`config.mk`:
```
export PLATFORM = sky130hd
export DESIGN_NAME = jbcd_serial_adder
export DESIGN_NICKNAME = d
export VERILOG_FILES = /design/src/rtl/jbcd_pkg.sv /design/src/rtl/jbcd_digit_add.sv /design/src/rtl/jbcd_serial_adder.sv
export SDC_FILE = /design/constraint.sdc
export NUM_CORES = 1
export LEC_CHECK = 0
export ABC_AREA = 1
export CORE_ASPECT_RATIO = 0.6
export CORE_MARGIN = 2
export CORE_UTILIZATION = 45
export DETAILED_ROUTE_END_ITERATION = 12
export PLACE_DENSITY = 0.71
export SYNTH_ARGS = -nofsm -noshare
export SYNTH_HDL_FRONTEND = slang
export SYNTH_SLANG_ARGS = --single-unit
```
`constraint.sdc`:
```
create_clock -name clk -period 6.1 [get_ports clk]
set_input_delay 1.22 -clock clk [delete_from_list [all_inputs] [get_ports clk]]
set_output_delay 1.22 -clock clk [all_outputs]
set_load 0.1 [all_outputs]
```
`src/rtl/jbcd_pkg.sv`:
```
// Shared types and constants for the serial packed-BCD adder.
package jbcd_pkg;

    typedef logic [3:0] bcd_digit_t;

    localparam bcd_digit_t BCD_MAX = 4'd9;
    localparam bcd_digit_t BCD_ADJ = 4'd6;

    typedef enum logic [1:0] {
        IDLE,
        RUN,
        DONE
    } state_t;

endpackage

```
`src/rtl/jbcd_digit_add.sv`:
```
// Single-digit BCD add cell: binary add, then +6 correction when the
// raw sum leaves the decimal range.
module jbcd_digit_add
    import jbcd_pkg::*;
(
    input  bcd_digit_t x,
    input  bcd_digit_t y,
    input  logic       ci,
    output bcd_digit_t digit,
    output logic       co,
    output logic       inv
);

    logic [4:0] rawSum;

    // Invalid digits still go through the same correction so the result is deterministic.
    always_comb begin
        rawSum = {1'b0, x} + {1'b0, y} + {4'b0000, ci};
        co     = (rawSum > {1'b0, BCD_MAX});
        digit  = co ? (rawSum[3:0] + BCD_ADJ) : rawSum[3:0];
        inv    = (x > BCD_MAX) || (y > BCD_MAX);
    end

endmodule

```
`src/rtl/jbcd_serial_adder.sv`:
```
// Multi-digit packed-BCD adder working one digit per clock, LSD first,
// with a start/busy/done handshake and a registered result.
module jbcd_serial_adder
    import jbcd_pkg::*;
#(
    parameter int DIGITS = 4
)
(
    input  logic                clk,
    input  logic                rst_n,
    input  logic                start,
    input  logic [4*DIGITS-1:0] a,
    input  logic [4*DIGITS-1:0] b,
    input  logic                cin,
    output logic                busy,
    output logic                done,
    output logic [4*DIGITS-1:0] sum,
    output logic                cout,
    output logic                err
);

    localparam int W     = 4 * DIGITS;
    localparam int IDX_W = (DIGITS > 1) ? $clog2(DIGITS) : 1;

    localparam logic [IDX_W-1:0] LAST_IDX = IDX_W'(DIGITS - 1);
    localparam logic [IDX_W-1:0] IDX_STEP = IDX_W'(1);

    state_t           state_q;
    logic [W-1:0]     opA_q;
    logic [W-1:0]     opB_q;
    logic [W-1:0]     sum_q;
    logic [IDX_W-1:0] idx_q;
    logic             carry_q;
    logic             cout_q;
    logic             err_q;
    logic             busy_q;
    logic             done_q;

    logic [IDX_W+1:0] bitBase;
    bcd_digit_t       digA;
    bcd_digit_t       digB;
    bcd_digit_t       digit_d;
    logic             carry_d;
    logic             inv_d;

    assign bitBase = {idx_q, 2'b00};
    assign digA    = opA_q[bitBase +: 4];
    assign digB    = opB_q[bitBase +: 4];

    jbcd_digit_add uDigit (
        .x     (digA),
        .y     (digB),
        .ci    (carry_q),
        .digit (digit_d),
        .co    (carry_d),
        .inv   (inv_d)
    );

    // Operands are captured at acceptance so later input changes cannot disturb the run.
    always_ff @(posedge clk or negedge rst_n) begin
        if (!rst_n) begin
            state_q <= IDLE;
            opA_q   <= '0;
            opB_q   <= '0;
            sum_q   <= '0;
            idx_q   <= '0;
            carry_q <= 1'b0;
            cout_q  <= 1'b0;
            err_q   <= 1'b0;
            busy_q  <= 1'b0;
            done_q  <= 1'b0;
        end else begin
            case (state_q)
                IDLE: begin
                    if (start) begin
                        opA_q   <= a;
                        opB_q   <= b;
                        carry_q <= cin;
                        idx_q   <= '0;
                        sum_q   <= '0;
                        cout_q  <= 1'b0;
                        err_q   <= 1'b0;
                        busy_q  <= 1'b1;
                        state_q <= RUN;
                    end
                end
                RUN: begin
                    sum_q[bitBase +: 4] <= digit_d;
                    carry_q             <= carry_d;
                    err_q               <= err_q | inv_d;
                    idx_q               <= idx_q + IDX_STEP;
                    if (idx_q == LAST_IDX) begin
                        cout_q  <= carry_d;
                        idx_q   <= '0;
                        busy_q  <= 1'b0;
                        done_q  <= 1'b1;
                        state_q <= DONE;
                    end
                end
                DONE: begin
                    done_q  <= 1'b0;
                    state_q <= IDLE;
                end
                default: begin
                    busy_q  <= 1'b0;
                    done_q  <= 1'b0;
                    state_q <= IDLE;
                end
            endcase
        end
    end

    assign busy = busy_q;
    assign done = done_q;
    assign sum  = sum_q;
    assign cout = cout_q;
    assign err  = err_q;

endmodule

```
* Word level (Yosys, flattened, before mapping)
Index checks and enable logic that the tools add are counted.
** Storage, ports and cells
- Bits in registers :: 57
- Bits in latches :: 0
- RAM bits :: 0
- Bits in read-only memories :: 0
- Output and inout bits :: 20
- Logic and storage cells :: 60
- Memories :: 0
** Cells by class
- Add/subtract/negate cells :: 5
- Multipliers :: 0
- Div/mod/pow operators :: 0
- Magnitude comparators :: 3
- Eq/ne operators :: 5
- Shift-type cells :: 4
- Mux-type cells :: 21
- Bitwise logic cells :: 3
- Reduce and logical (&&, ||, !) cells :: 9
** Operators with widths (number)
- one-hot mux 16 bit (2 select lines) :: 1
- indexed part select 16 x 5 -> 4 bit :: 2
- bitwise mux 16 bit :: 1
- 2-to-1 mux 16 bit :: 1
- variable shift 4 x 6 -> 16 bit (first input constant) :: 1
- indexed part select 4 x 6 -> 16 bit :: 1
- > comparator 4 bit (second input constant) :: 2
- 2-to-1 mux 2 bit :: 4
- one-hot mux 1 bit (2 select lines) :: 4
- one-hot mux 2 bit (2 select lines) :: 2
- AND reduction 2 bit :: 4
- 2-to-1 mux 1 bit :: 6
- negation 4 -> 6 bit :: 1
- AND reduction 3 bit :: 2
- adder 4 x 4 -> 5 bit :: 1
- adder 5 x 1 -> 5 bit :: 1
- > comparator 5 x 4 -> 1 bit (second input constant) :: 1
- adder 4 x 3 -> 4 bit (second input constant) :: 1
- equality test 2 bit (second input constant) :: 2
- 2-to-1 mux 4 bit :: 1
- != test 2 bit (second input constant) :: 2
- one-hot mux 1 bit (3 select lines) :: 1
- adder 2 x 1 -> 2 bit (second input constant) :: 1
- equality test 2 x 1 -> 1 bit (second input constant) :: 1
- other kinds (5) :: 6

* Longest topological paths before layout
Gate-level depths: netlist (run 1).
- Word-level depth :: 8
- Gate-level depth with buffers :: 20
- Mapped depth without buffers :: 19

* By module
Synthesis (run 1) repeated with hierarchy kept, for this count alone.
** Unflattened totals
- Cells, all modules :: 390
- Area total of the unflattened synthesis :: 3108.0 um2
** By module, submodules not included
- jbcd_serial_adder :: times used 1, cells an instance 340, area an instance 2793.9 um2, seq. area each 1426.4 um2
- jbcd_digit_add :: times used 1, cells an instance 50, area an instance 314.1 um2, seq. area each 0.0 um2

* Worst setup path after synthesis (run 1)
Ideal clock, no wire load.
- Path type :: flip-flop to flip-flop
- From :: register idx_q[0]
- To :: register sum_q[9] (netlist: sum[9])
- Library setup time :: 0.134 ns
- Arrival :: 2.777 ns
- Setup slack :: 3.190 ns
- Stages on the path, launching flop included :: 20
- Path buffers :: 2
- Clock period less this slack :: 2.910 ns
- Cell sequence :: dfrtp_1 buf_4 buf_2 nor2_1 o22ai_1 fa_1 fa_1 inv_1 nand2_2 nand2_4 ha_1 inv_1 nor2_1 a21oi_4 nand2_4 nand2_4 nand2_2 nand2_2 nand3_1 o21ai_0
** Between the ends
- Longest elaborated chain between the ends :: 8
- Elaborated cells on any way between the ends :: 12
** Ends and longest elaborated chain
- from (decl) :: RTL line jbcd_serial_adder.sv:32 : logic [IDX_W-1:0] idx_q;
- from (signal assigned) :: RTL line jbcd_serial_adder.sv:91 : idx_q <= idx_q + IDX_STEP;
- indexed part select 16 x 5 -> 4 bit (on tied branches) :: RTL line jbcd_serial_adder.sv:47, jbcd_serial_adder.sv:48
- adder 4 x 4 -> 5 bit :: RTL line jbcd_digit_add.sv:18 : rawSum = {1'b0, x} + {1'b0, y} + {4'b0000, ci};
- adder 5 x 1 -> 5 bit :: RTL line jbcd_digit_add.sv:18
- adder 4 x 3 -> 4 bit / > comparator 5 x 4 -> 1 bit (equally long branches) :: RTL line jbcd_digit_add.sv:20, jbcd_digit_add.sv:19
- 2-to-1 mux 4 bit :: RTL line jbcd_digit_add.sv:20 : digit = co ? (rawSum[3:0] + BCD_ADJ) : rawSum[3:0];
- indexed part select 4 x 6 -> 16 bit :: RTL line jbcd_serial_adder.sv:88 : sum_q[bitBase +: 4] <= digit_d;
- bitwise mux 16 bit (*) :: RTL line jbcd_serial_adder.sv:88
- one-hot mux 16 bit (2 select lines) (*) :: RTL line jbcd_serial_adder.sv:73 : case (state_q)
- to (signal, indexed assignment) :: RTL line jbcd_serial_adder.sv:88
- to (decl) :: RTL line jbcd_serial_adder.sv:31 : logic [W-1:0] sum_q;
Mark *: on every way between the ends. The rest lies on a longest branch, timed or not.
A chain may end at the register's enable or synchronous reset.

* Final worst setup path (run 1)
- From :: register idx_q[0]
- To :: register sum_q[14] (netlist: sum[14])
Same word-level chain as after synthesis.

==> metrics.cfg, run 1 <==
[global_routing]
antenna_found_initial = 0
grt_pass1_vias = 2437
grtUsageMet1_pct = 32.01
busiest_layer = met1
grt_overflow = 0
grt_first_pass_wirelength_microns = 11740
grt_use_met2_pct = 31.05
grt_max_degree = 58
met3_usage_pct = 6.751
grt_usage_pct = 22.08

[cts]
ctsHoldBuffers = 0
clockBufferDepth = 2
cts_inserted_buffers = 9
path_clk_slew_ps = 60
cts.root.buffer_cell = clkbuf_8
cts_setup_buffers = 0
htreeDepth = 3
cts_sinks = 57
post_cts_resized = 0
cts_tree = done
clock_latency_ps = 350

[min_path]
hold_class = flip-flop to flip-flop
worst_hold_startpoint = opB_q[13]
holdPathStages = 2
min_to = opB_q[13]

[floorplan]
rows = 22
fp.dieW_microns = 108.3
initial_core_util_pct = 47.18
die_h_microns = 66.56
io_pins = 56
die_area_sq_um = 7206
core_sq_um = 6221

[critical_path]
critPathLaunchType = flip-flop
arrival_ps = 3670
criticalPathCategory = flip-flop to flip-flop
worstPathRequired_ps = 6390
r2r_start = idx_q[0]
crit_path_frequent_cell = nand2_4
crit_path_max_fanout = 33
cp_cell_sequence = buf_4, inv_2, o21ai_0, o22ai_1, fa_1, fa_1, nand2_1, nand2_4, ha_1, inv_1, nor2_1, a21oi_4, nand2_4, nand2_4, nand2_2, nand2_2, nand4_1, nand2_1
r2r_cells = 18
crit_path_max_incr_delay_ps = 440
cpMaxStageDelayCell = fa_1
endpoint_kind = flip-flop
r2r_slack_ps = 2710
r2r-end = sum[14]

[logic_synthesis]
synth_warnings = 0
yosysUniqueCellTypes = 33
synth.area.top_cells = dfrtp_1 49%, nand2_1 18%, inv_1 4.0%
synth.top_cell.area_share_pct = 48.59
synth_top_family_by_area = simple AND/OR/NAND/NOR gates
synth_cells = 360
synth_compound_area_share_pct = 9.506
syn_avg_cell_area_sq_um = 8.154
syn-cell-area_sq_um = 2935
ys_ff_latch = 57
syn-num-nets = 406
yosys.area_share.simple_pct = 29.92
synth_top_area_cell = dfrtp_1
synth_mux_area_share_pct = 0
synthXorXnorAreaFrac_pct = 0
ys_seq_area_share_pct = 48.59
synth_fa_ha_area_share_pct = 4.774

[routing]
dr.pass1.iters = 5
ant_nets = 0
first_iter_violations = 204
wirelength_microns = 6936
vias = 2494
drc = 0
vias_per_cell = 4.929
post_drt_wl_per_cell_microns = 13.71

[sta]
min_period_ps = 3385
finalMaxSlewViolations = 0
min_period_over_period_pct = 55.49
hold_viol_final = 0
setup_viol = 0
fin_worst_skew_ps = 6.300
fin_tns_setup_ps = 0
rsz0062_at_grt = false
tightest_slew_ps = 974.8
fmax_mhz = 295.4
relSlewSlack_pct = 34.81

[layout]
fin_nets = 463
fin_area_sq_um = 3732
area_delta_synth_final_pct = 27.15
num_antenna_cells = 0
layout-drive-gt1-share_pct = 11.14
fill_cells = 585

[placed_design]
portBuffers = 55
hpwl_microns = 4903
place_area_sq_um = 3540
finalWeightedCongestion = 0.8379

[outcome]
outcome = complete, no violations

[job]
max_cap_violations = 0

==> layout by cell type (no fill, tap or decap), types with 5 or more instances in the layout <==
| master | Yosys | layout |
|---|---|---|
| clkbuf_8 | 0 | 13 |
| clkdlybuf4s50_1 | 0 | 54 |
| dfrtp_1 | 57 | 57 |
| ha_1 | 8 | 8 |
| inv_1 | 31 | 31 |
| inv_2 | 6 | 6 |
| nand2_1 | 139 | 139 |
| nand2_2 | 7 | 7 |
| nand3_1 | 17 | 17 |
| nand4_1 | 5 | 5 |
| nor2_1 | 18 | 18 |
| o21ai_0 | 17 | 17 |
| o21ai_1 | 13 | 13 |
==> state kept, by name (all words and copies together), names as in the netlist <==
| signal | flops |
|---|---|
| cout | 1 |
| done | 1 |
| sum | 16 |
| idx_q | 2 |
| state_q | 2 |
| carry_q | 1 |
| busy | 1 |
| err | 1 |
| opB_q | 16 |
| opA_q | 16 |
==> through the flow <==
stage	setup WS (ps)	util [%]	hold slack, ps	cells
2_1_floorplan	3190	-	443.6	360
3_3_place_gp	2904	56.90	464.7	490
3_5_place_dp	2789	56.90	469.2	490
4_1_cts	2766	60.00	484.1	506
5_1_grt	2489	60.00	496.6	506
6_report	2715	60.00	479.5	506
==> layout make-up <==
class,count,area [sq um],share of cell area (%)
clock inverter,2,10.01,0.2682
timing repair buffer,58,568.0,15.22
sequential,57,1426,38.22
inverter,38,142.6,3.822
tap,84,105.1,2.816
multi-input combinational,253,1297,34.76
clock buffer,14,182.7,4.894
==> cell families (layout without fill, tap and decap cells) <==
group	after synthesis	after routing
AO/OA/AOI/OAI	45	45
AND/OR/NAND/NOR	198	198
flip-flops	57	57
buffers and inverters	50	112
adder cells (fa/ha/maj)	10	10
==> worst max path at each step <==
stage | startpoint | endpoint | slack, ps
final | idx_q[0] | sum[14] | 2710
after CTS | idx_q[0] | sum[13] | 2770
after floorplan | idx_q[0] | sum[9] | 3190
after global routing | idx_q[0] | sum[14] | 2490
after global placement | idx_q[0] | sum[14] | 2900
after detailed placement | idx_q[0] | sum[13] | 2790
==> cells in the mapped netlist <==
library cell and number:
o21ai_1 13, o21ai_0 17, a21oi_1 4, ha_1 8, nand4_1 5, inv_2 6, nand3_2 2, clkinv_1 1
a22o_1 1, a21oi_4 2, nor3_2 1, and3_1 1, dfrtp_1 57, nand2_2 7, nor2_1 18, nand3b_1 1
nand2_4 4, nand2_1 139, buf_2 7, nor3_4 1, nand3_1 17, buf_1 1, o22ai_2 2, a21oi_2 1
buf_6 1, inv_1 31, nor2_4 1, clkbuf_1 1, o21bai_1 2, nand4_2 1, buf_4 2, fa_1 2
o22ai_1 3
==> worst max-delay path: cells and delay by family, from the launching register on <==
family                     cells  cell delay (ps)
DFF                            1              320
and+or+nand+nor                9              860
buffers and inverters          3              590
AOI/OAI and AO/OA              3              470
adders and majority gates      3             1060
==> per-layer routing <==
| layer | wire (microns) | up-vias |
|---|---|---|
| met5 | 0 | - |
| met4 | 83 | 0 |
| met3 | 433 | 7 |
| met2 | 2662 | 82 |
| met1 | 3757 | 1158 |
| li1 | - | 1247 |
Power of run 1 is left out: the tool's default activity adds up to more than one toggle a clock period on the data nets, which glitch-free logic cannot reach.
==> run 2, diff against run 1 <==
--- a/config.mk
+++ b/config.mk
@@ -10,7 +10,7 @@
 export CORE_MARGIN = 2
 export CORE_UTILIZATION = 45
 export DETAILED_ROUTE_END_ITERATION = 12
-export PLACE_DENSITY = 0.71
+export PLACE_DENSITY = 0.73
 export SYNTH_ARGS = -nofsm -noshare
 export SYNTH_HDL_FRONTEND = slang
 export SYNTH_SLANG_ARGS = --single-unit
==> constraint.sdc (replaced) <==
create_clock -name clk -period 3.1 [get_ports clk]
set_input_delay 0.62 -clock clk [delete_from_list [all_inputs] [get_ports clk]]
set_output_delay 0.62 -clock clk [all_outputs]
set_load 0.1 [all_outputs]
==> run 2 against run 1 <==
Net effect: critical path depth is 3 lower; non-clock buffer count increased by 7; count of clock-buffer cells in the layout shrank 4; die area stayed put; core utilization grew 0.64 points; first-iteration DRC count down 16%; final cell count increased by 1.4%; clock skew up 1.0 ps; sequential share of layout area down 0.34 points; register-to-register slack worse by 2600 ps; via count rose by 1.6%; highest routed layer unchanged.
==> metrics.cfg, run 2 (synthesis results as in run 1) <==
[cts]
cts_tree = done
path_clk_slew_ps = 70
cts_inserted_buffers = 9
ctsHoldBuffers = 0
htreeDepth = 3
clock_latency_ps = 340
clockBufferDepth = 2
cts.root.buffer_cell = clkbuf_8
cts_sinks = 57

[layout]
area_delta_synth_final_pct = 28.52
layout-drive-gt1-share_pct = 18.41
fin_nets = 470
num_antenna_cells = 0
final_common_cell = nand2_1
fin_area_sq_um = 3772
fill_cells = 579
final_cell_mix = 138 x nand2_1, 55 x dfrtp_1, 34 x clkdlybuf4s50_1, 31 x inv_1, 30 x buf_4

[global_routing]
grt_max_degree = 58
antenna_found_initial = 0
grt_overflow = 0
grt_pass1_vias = 2446
grt_usage_pct = 21.24
grt_first_pass_wirelength_microns = 11520

[routing]
first_iter_violations = 171
wirelength_microns = 6781
ant_nets = 0
dr.pass1.iters = 4
vias = 2535
drc = 0
post_drt_wl_per_cell_microns = 13.22
vias_per_cell = 4.942

[critical_path]
critPathLaunchType = flip-flop
arrival_ps = 3230
criticalPathCategory = flip-flop to flip-flop
worstPathRequired_ps = 3380
crit_path_max_fanout = 7
endpoint_kind = flip-flop

[floorplan]
initial_core_util_pct = 47.18
core_sq_um = 6221
die_h_microns = 66.56
die_area_sq_um = 7206
fp.dieW_microns = 108.3
io_pins = 56
rows = 22

[sta]
fmax_mhz = 338.4
hold_viol_final = 0
fin_worst_skew_ps = 7.305
min_period_ps = 2955
finalMaxSlewViolations = 0
rsz0062_at_grt = true
min_period_over_period_pct = 95.32
tightest_slew_ps = 714.5
setup_viol = 0
holdWs_ps = 389.9
relSlewSlack_pct = 52.37

[placed_design]
place_area_sq_um = 3527
finalWeightedCongestion = 0.8169
hpwl_microns = 4951
portBuffers = 55

[outcome]
outcome = complete, no violations

[job]
max_cap_violations = 0

[min_path]
hold_class = primary input to asynchronous set/reset pin

==> run 2: repair_timing <==
| item | 4_1_cts | 5_1_grt |
|---|---|---|
| endpoints found under the setup margin | 2 | 14 |
| setup buffers | 0 | 2 |
| cloned | 0 | 0 |
| hold endpoints to repair | 0 | 0 |
| gates resized for setup | 2 | 5 |
==> run 2: final cells by class <==
class,count,area [sq um],area share (%)
clock inverters,6,92.59,2.454
multi-input cells,253,1305,34.59
inverters,38,142.6,3.781
repair buffers,65,570.5,15.12
flip-flops and latches,57,1429,37.88
clock buffers,10,127.6,3.383
well taps,84,105.1,2.786
==> run 2: critical path, stage by stage, from the launching register on <==
cell and delay [ps]:
dfrtp_2 450, o21ai_0 250, o22ai_1 140, fa_2 400
fa_1 540, inv_1 90, ha_1 190, inv_1 90
nor2_2 50, a21oi_4 130, nand2_4 80, nand2_4 100
nand2_2 60, nand2_2 80, nand4_1 130, nand2_1 100
==> run 2: path summary, 6_finish.rpt <==
path,slack (ps),endpoint,startpoint,depth (start not counted)
min in group clk,490,sum[3],sum[3],2
max in group asynchronous,2170,idx_q[0],rst_n,2
worst min register to register,490,sum[3],sum[3],2
worst max-delay path,140,sum[13],idx_q[0],15
worst max register to register,140,sum[13],idx_q[0],15
worst min-delay path,390,opA_q[2],rst_n,2
==> run 2: stage by stage <==
step	instances	setup TNS [ps]	util, %	setup slack (ps)
2_1_floorplan	360	0	-	189.6
3_3_place_gp	495	0	56.70	124.8
3_5_place_dp	495	0	56.70	17.63
4_1_cts	511	0	60.28	52.88
5_1_grt	513	-7.910	60.64	-7.910
6_report	513	0	60.64	145.0
==> run 2: routing by layer <==
| metal | vias up | GRT usage, % | routed length [microns] |
|---|---|---|---|
| li1 | 1263 | - | - |
| met4 | 0 | 5.449 | 110 |
| met3 | 10 | 7.926 | 519 |
| met1 | 1175 | 31.61 | 3494 |
| met2 | 87 | 28.69 | 2656 |
| met5 | - | 0 | 0 |
Power of run 2 is left out for the same reason.
